==> config.mk <==
export PLATFORM = sky130hd
export DESIGN_NAME = fetch_sequencer
export DESIGN_NICKNAME = d
export VERILOG_FILES = /design/src/rtl/nibbler_pkg.sv /design/src/rtl/nibbler_pc.sv /design/src/rtl/fetch_sequencer.sv
export SDC_FILE = /design/constraint.sdc
export NUM_CORES = 1
export LEC_CHECK = 0
export ABC_AREA = 1
export BUFFER_PORTS_ARGS = -buffer_cell sky130_fd_sc_hd__buf_2
export CORE_ASPECT_RATIO = 0.5
export CORE_MARGIN = 2
export CORE_UTILIZATION = 46
export CTS_CLUSTER_DIAMETER = 40
export CTS_CLUSTER_SIZE = 30
export DETAILED_ROUTE_END_ITERATION = 16
export GPL_ROUTABILITY_DRIVEN = 0
export MAX_ROUTING_LAYER = met4
export PLACE_DENSITY = 0.8
export SKIP_LAST_GASP = 1
export SYNTH_ARGS = -nofsm -noshare
export SYNTH_HDL_FRONTEND = slang
export SYNTH_SLANG_ARGS = --single-unit
export TNS_END_PERCENT = 100
==> constraint.sdc <==
create_clock -name clock -period 1.39 [get_ports clock]
set_input_delay 0.278 -clock clock [delete_from_list [all_inputs] [get_ports clock]]
set_output_delay 0.278 -clock clock [all_outputs]
set_load 0.05 [all_outputs]
==> src/rtl/nibbler_pkg.sv <==
// Shared parameters, control-word field positions and phase encoding for the
// nibble-processor fetch sequencer.
package nibbler_pkg;

   localparam int AW_DEF = 12;
   localparam int IW_DEF = 8;
   localparam int CW_DEF = 16;

   localparam int CW_PC_INC       = 15;
   localparam int CW_PC_LOAD_N    = 14;
   localparam int CW_FLAGS_LOAD_N = 1;

   typedef enum logic {
      PH_FETCH = 1'b0,
      PH_EXEC  = 1'b1
   } phase_e;

endpackage

==> src/rtl/nibbler_pc.sv <==
// Program counter: load has priority over increment; increment wraps modulo 2^AW.
import nibbler_pkg::*;

module nibbler_pc #(
   parameter int AW = AW_DEF
) (
   input  logic          clock,
   input  logic          reset,
   input  logic          en,
   input  logic          load,
   input  logic          inc,
   input  logic [AW-1:0] load_val,
   output logic [AW-1:0] pc
);

   logic [AW-1:0] pc_q;
   logic [AW-1:0] pc_d;

   always_comb begin
      pc_d = pc_q;
      if (en) begin
         if (load) begin
            pc_d = load_val;
         end else if (inc) begin
            pc_d = pc_q + {{(AW-1){1'b0}}, 1'b1};
         end
      end
   end

   always_ff @(posedge clock or posedge reset) begin
      if (reset) begin
         pc_q <= '0;
      end else begin
         pc_q <= pc_d;
      end
   end

   assign pc = pc_q;

endmodule

==> src/rtl/fetch_sequencer.sv <==
// Two-phase fetch/execute sequencer for a 4-bit nibble processor.
// Optional macro FETCH_STALL_EN adds a stall input that freezes all state.
//
// state    | meaning
// PH_FETCH | ir captures prog_data at the end of this phase
// PH_EXEC  | ir holds; flags may load from the ALU
import nibbler_pkg::*;

module fetch_sequencer #(
   parameter int AW = AW_DEF,
   parameter int IW = IW_DEF,
   parameter int CW = CW_DEF
) (
   input  logic          clock,
   input  logic          reset,
   input  logic [IW-1:0] prog_data,
   input  logic [CW-1:0] ctrl_word,
   input  logic          carry_in,
   input  logic          zero_in,
`ifdef FETCH_STALL_EN
   input  logic          stall,
`endif
   output logic [AW-1:0] prog_addr,
   output logic [6:0]    ctrl_addr,
   output logic [3:0]    operand,
   output logic          phase,
   output logic          carry_flag,
   output logic          zero_flag
);

   phase_e        phase_q, phase_d;
   logic [IW-1:0] ir_q, ir_d;
   logic          carry_q, carry_d;
   logic          zero_q, zero_d;
   logic          advance;
   logic          pc_inc;
   logic          pc_load_n;
   logic          flags_load_n;
   logic [AW-1:0] pc_load_val;

`ifdef FETCH_STALL_EN
   assign advance = ~stall;
`else
   assign advance = 1'b1;
`endif

   assign pc_inc       = ctrl_word[CW_PC_INC];
   assign pc_load_n    = ctrl_word[CW_PC_LOAD_N];
   assign flags_load_n = ctrl_word[CW_FLAGS_LOAD_N];
   // Jump target is the operand nibble of the current ir followed by the next ROM byte.
   assign pc_load_val  = AW'({ir_q[3:0], prog_data});

   always_comb begin
      phase_d = phase_q;
      ir_d    = ir_q;
      carry_d = carry_q;
      zero_d  = zero_q;
      if (advance) begin
         case (phase_q)
            PH_FETCH: begin
               ir_d    = prog_data;
               phase_d = PH_EXEC;
            end
            PH_EXEC: begin
               if (!flags_load_n) begin
                  carry_d = carry_in;
                  zero_d  = zero_in;
               end
               phase_d = PH_FETCH;
            end
            default: phase_d = PH_FETCH;
         endcase
      end
   end

   always_ff @(posedge clock or posedge reset) begin
      if (reset) begin
         phase_q <= PH_FETCH;
         ir_q    <= '0;
         carry_q <= 1'b0;
         zero_q  <= 1'b0;
      end else begin
         phase_q <= phase_d;
         ir_q    <= ir_d;
         carry_q <= carry_d;
         zero_q  <= zero_d;
      end
   end

   nibbler_pc #(.AW(AW)) u_pc (
      .clock    (clock),
      .reset    (reset),
      .en       (advance),
      .load     (~pc_load_n),
      .inc      (pc_inc),
      .load_val (pc_load_val),
      .pc       (prog_addr)
   );

   assign ctrl_addr  = {ir_q[7:4], ~carry_q, ~zero_q, phase_q};
   assign operand    = ir_q[3:0];
   assign phase      = phase_q;
   assign carry_flag = carry_q;
   assign zero_flag  = zero_q;

   // Control-word bits outside the three decoded fields belong to the datapath.
   logic unused_ok;
   assign unused_ok = ^{ctrl_word, ir_q};

endmodule

Word level (Yosys, flattened, before mapping)
Cells that the tools add are included.
- add/subtract/negate cells: 1
- eq/ne operators: 1
- mux-type cells: 3
- bitwise logic cells: 4
- reduce and logical (&&, ||, !) cells: 1
- operators by type and width (kind ; count):
    $mux W12 ; 2
    $add A12 B1 Y12 const B ; 1
    $not A1 Y1 ; 4
    $ne A2 B1 Y1 const B ; 1
    $pmux W1 S2 ; 1
    $reduce_and A2 Y1 ; 1
- register bits after elaboration: 23
- input port bits: 28
- output and inout bits: 26

Longest topological paths before layout
- depth after elaboration: 3
- mapped depth: 7
- gate-level depth less buffers: 7

Modules after synthesis
A second synthesis with hierarchy kept.
- cells, all modules: 180
- area, all modules: 1303.8 um2
- modules (own cells, without submodules) (module ; instances ; cells an instance ; area each (um2) ; seq. area each (um2)):
    nibbler_pc ; 1 ; 129 ; 864.6 ; 300.3
    fetch_sequencer ; 1 ; 51 ; 439.2 ; 275.3

Worst setup path after synthesis
Ideal clock, no wire load.
- path kind: reg2reg
- start point: reg u_pc.pc_q[0] (netlist: u_pc.pc[0])
- end point: reg u_pc.pc_q[10] (netlist: u_pc.pc[10])
- library setup time: 0.118 ns
- arrival time: 1.450 ns
- data required time: 1.272 ns
- path slack: -0.178 ns
- cell stages (with the launch flop): 7
- path buffers: 0
- period minus slack after synthesis: 1.568 ns
- path through: dfrtp_1 > ha_1 > nand2_1 > nor2_2 > nand3_1 > nand3_1 > nand2_1
- longest elaborated chain between the ends: 3
- RTL lines (what ; line ; source):
    start: declaration ; nibbler_pc.sv:16 ; logic [AW-1:0] pc_q;
    start signal: assignment ; nibbler_pc.sv:34 ; pc_q <= pc_d;
    $add A12 B1 Y12 ; nibbler_pc.sv:25 ; pc_d = pc_q + {{(AW-1){1'b0}}, 1'b1};
    $mux W12 ; nibbler_pc.sv:24 ; end else if (inc) begin
    $mux W12 ; nibbler_pc.sv:22 ; if (load) begin
Every way passes these cells. The select of a mux whose other input is x is not followed.
A chain may end at the register's enable or synchronous reset.

Worst setup path in the final report
- start point: reg phase_q (netlist: phase)
- end point: out ctrl_addr[0]
- RTL lines (what ; line ; source):
    start: declaration ; fetch_sequencer.sv:31 ; phase_e phase_q, phase_d;
    start signal: assignment ; fetch_sequencer.sv:83 ; phase_q <= phase_d;
    end: declaration ; fetch_sequencer.sv:24 ; output logic [6:0] ctrl_addr,
No word-level cell between the ends.

==> metrics <==
share of the yosys chip area belonging to registers 47.4%; r2r startpoint u_pc.pc[0]$_DFFE_PP0P_; routed vias 1,155; Post-CTS Resized 0; post-layout min period 1.31 ns; chip height 40.3 um; drt drc 0; Leak 0.800 nW; final std cells w/o fill 237; reg2reg setup slack 0.13 ns; Die Wd 76.6 um; Initial Util 47.5%; CTS max path bufs 2; clk slew on worst S/H paths 0.08 ns; Sequential Power Share 45.9%; Post-Syn Area per Cell 7.83 um2; Post-CTS Setup Bufs 0; worst hold slack 0.0417 ns; Pre-Repair DR Iteration Count 4; Crit path largest cell delay 0.46 ns; Area contributors post-synth dfrtp_1 47%, nand2_1 16%, nand3_1 6.2%; Placed Cells 233; worst min path class input port to asynchronous set/reset pin; fin nets 230; Crit path max-delay family flip-flops; Antenna Cells 0; Setup Skew 0.00215 ns; setup TNS 0 ns; CTS Root Cell clkbuf_8; WP buf/inv 1; CTS tree built; worst setup path class flop to output pin; maximum vdd drop 688 uV; Mapped Area 0.00121 mm2; met3 Use GR 5.18%; final setup margin 0.0812 ns; Synth area leader dfrtp_1; crit share post-route 94.2%; Slowest-stage cell, CP dfrtp_1; FF-to-FF path depth 6; drt total wl 2770 um; CTS Hold Bufs 0; startpoint type of the worst setup path flop; Worst setup EP type output pin; maxcap violations 0; GRT overflow 0; H-Tree Level Count 1; Final Hold Viols 0; post-DR wirelength/cell 11.7 um; cts bufs inserted 3; Synth Register Bits 23; antenna violations before repair 0; worst rel slew slack 80.2%; IO Count 54; post-route ant nets 0; worst skew pair latency 0.27 ns; Buffers on Ports 40; Req. time, crit path 1.11 ns; critical path, cell by cell buf_2; DRT iter0 DRCs 96; # setup viols final 0; unrepaired setup endpoints after global routing no; Syn. warnings 0; Syn Nets 184; P_int 1.05 mW; gr usage total 21.0%; largest net degree at the start of global routing 24; highest clock rate 764 MHz; die area 0.00309 mm2; layout cells sized above 1 31.0%; worst slack, placed 0.146 ns; Crit Path Max Fanout 7; busiest layer in global routing met2; area of the core 0.00255 mm2; post-synth top area share 47.4%; first-pass GRT wire length 4620 um; fill count 240; FP Rows 13; Area Overhead vs Synth 25.4%; number of global-route vias before repair 978; combinational fraction of design power 29.4%; critical path startpoint phase$_DFF_PP0_; M2 GR Usage 34.3%; Synth cell types 25; switching share of power 38.6%; Worst R2R End u_pc.pc[6]$_DFFE_PP0P_; met1 Use GR 27.4%; Power Density 1130 mW/mm2; clk sink count 23; vias per inst 4.87; fin. max-slew vios 0; Final HPWL DP 2060 um; CP Data Arrival Time 1.03 ns; net switching power 0.663 mW; clock share of power 24.7%; Mapped Cells 155; status complete, no violations; Slew @ Worst Pin 0.297 ns
-- layout by cell type (no fill, tap or decap), types with 3 or more instances in the layout --
cell type and count:
a21oi_1 4, buf_2 40, buf_4 3, clkbuf_8 3
dfrtp_1 20, dfrtp_2 3, inv_1 17, inv_2 3
nand2_1 52, nand3_1 15, nor2_1 7, o21ai_0 6
o21bai_1 6
-- synth_stat cells --
cell type   n
nand2_1    52
nor2_4      1
o21ai_1     2
nand3b_1    1
or2_2       1
o211ai_1    1
nor2_2      2
dfrtp_1    23
nand4_1     2
nand2_2     1
ha_1        1
a21oi_1     4
o22ai_1     2
nand3_1    15
clkbuf_1    1
buf_4       1
o21ai_2     2
inv_2       3
inv_1      17
inv_4       1
nor2_8      1
o21ai_0     6
nor2_1      7
o21bai_1    6
xor2_1      2
-- per-layer routing --
metal	wire length [um]	part of all wire, %
met5	0	0
met4	23	0.83
met3	137	4.9
met2	1260	45
met1	1350	49
-- kinds of logic (layout without fill, tap and decap cells) --
| logic type | Yosys count | count (layout) | synth area share [%] |
|---|---|---|---|
| simple gates | 83 | 83 | 30.7 |
| buf+inv | 23 | 68 | 7.63 |
| compound gates | 23 | 23 | 11.8 |
| xor+xnor | 2 | 2 | 1.44 |
| flops | 23 | 23 | 47.4 |
| fa+ha+maj | 1 | 1 | 1.03 |
-- power groups by stage --
stage	sequential, mW	combinational (mW)	clock, mW
after floorplan	0.992	0.178	0
after global placement	0.800	0.498	0
after detailed placement	0.801	0.504	0
after CTS	0.788	0.507	0.431
after global routing	0.801	0.548	0.457
final	0.789	0.505	0.424
-- worst min-delay path: stages --
cell and delay [ns]:
buf_2 0.09, inv_1 0.04, buf_4 0.29
-- through the flow --
step	cell area, um2	total power, mW	utilization [%]
after floorplan	1220	1.17	-
after global placement	1480	1.30	57.8
after detailed placement	1480	1.31	57.8
after CTS	1520	1.73	59.6
after global routing	1520	1.81	59.6
final	1520	1.72	59.6
-- area by class of cell --
cell class,count,area [um2],share of cell area [%]
timing repair buffer,43,223,14.6
inverter,21,81.3,5.35
sequential,23,579,38.1
multi-input combinational,109,546,35.9
clock inverter,1,5.00,0.329
clock buffer,3,41.3,2.71
tap,37,46.3,3.04
-- worst max-delay path by stage --
stage          slack (ns)                      end  cells after the start
3_3_place_gp         0.19  u_pc.pc[10]$_DFFE_PP0P_                      6
3_5_place_dp         0.15   u_pc.pc[6]$_DFFE_PP0P_                      6
5_1_grt             0.009   u_pc.pc[8]$_DFFE_PP0P_                      6
4_1_cts              0.08                    phase                      1
2_1_floorplan       0.001  u_pc.pc[10]$_DFFE_PP0P_                      5
6_report             0.08             ctrl_addr[0]                      1
-- registers in the layout, indices dropped and copies added, names as in the netlist --
signal and count:
u_pc.pc 12, zero_flag 1, carry_flag 1, phase 1
ir_q 8
(Power assumes the default switching activity.)
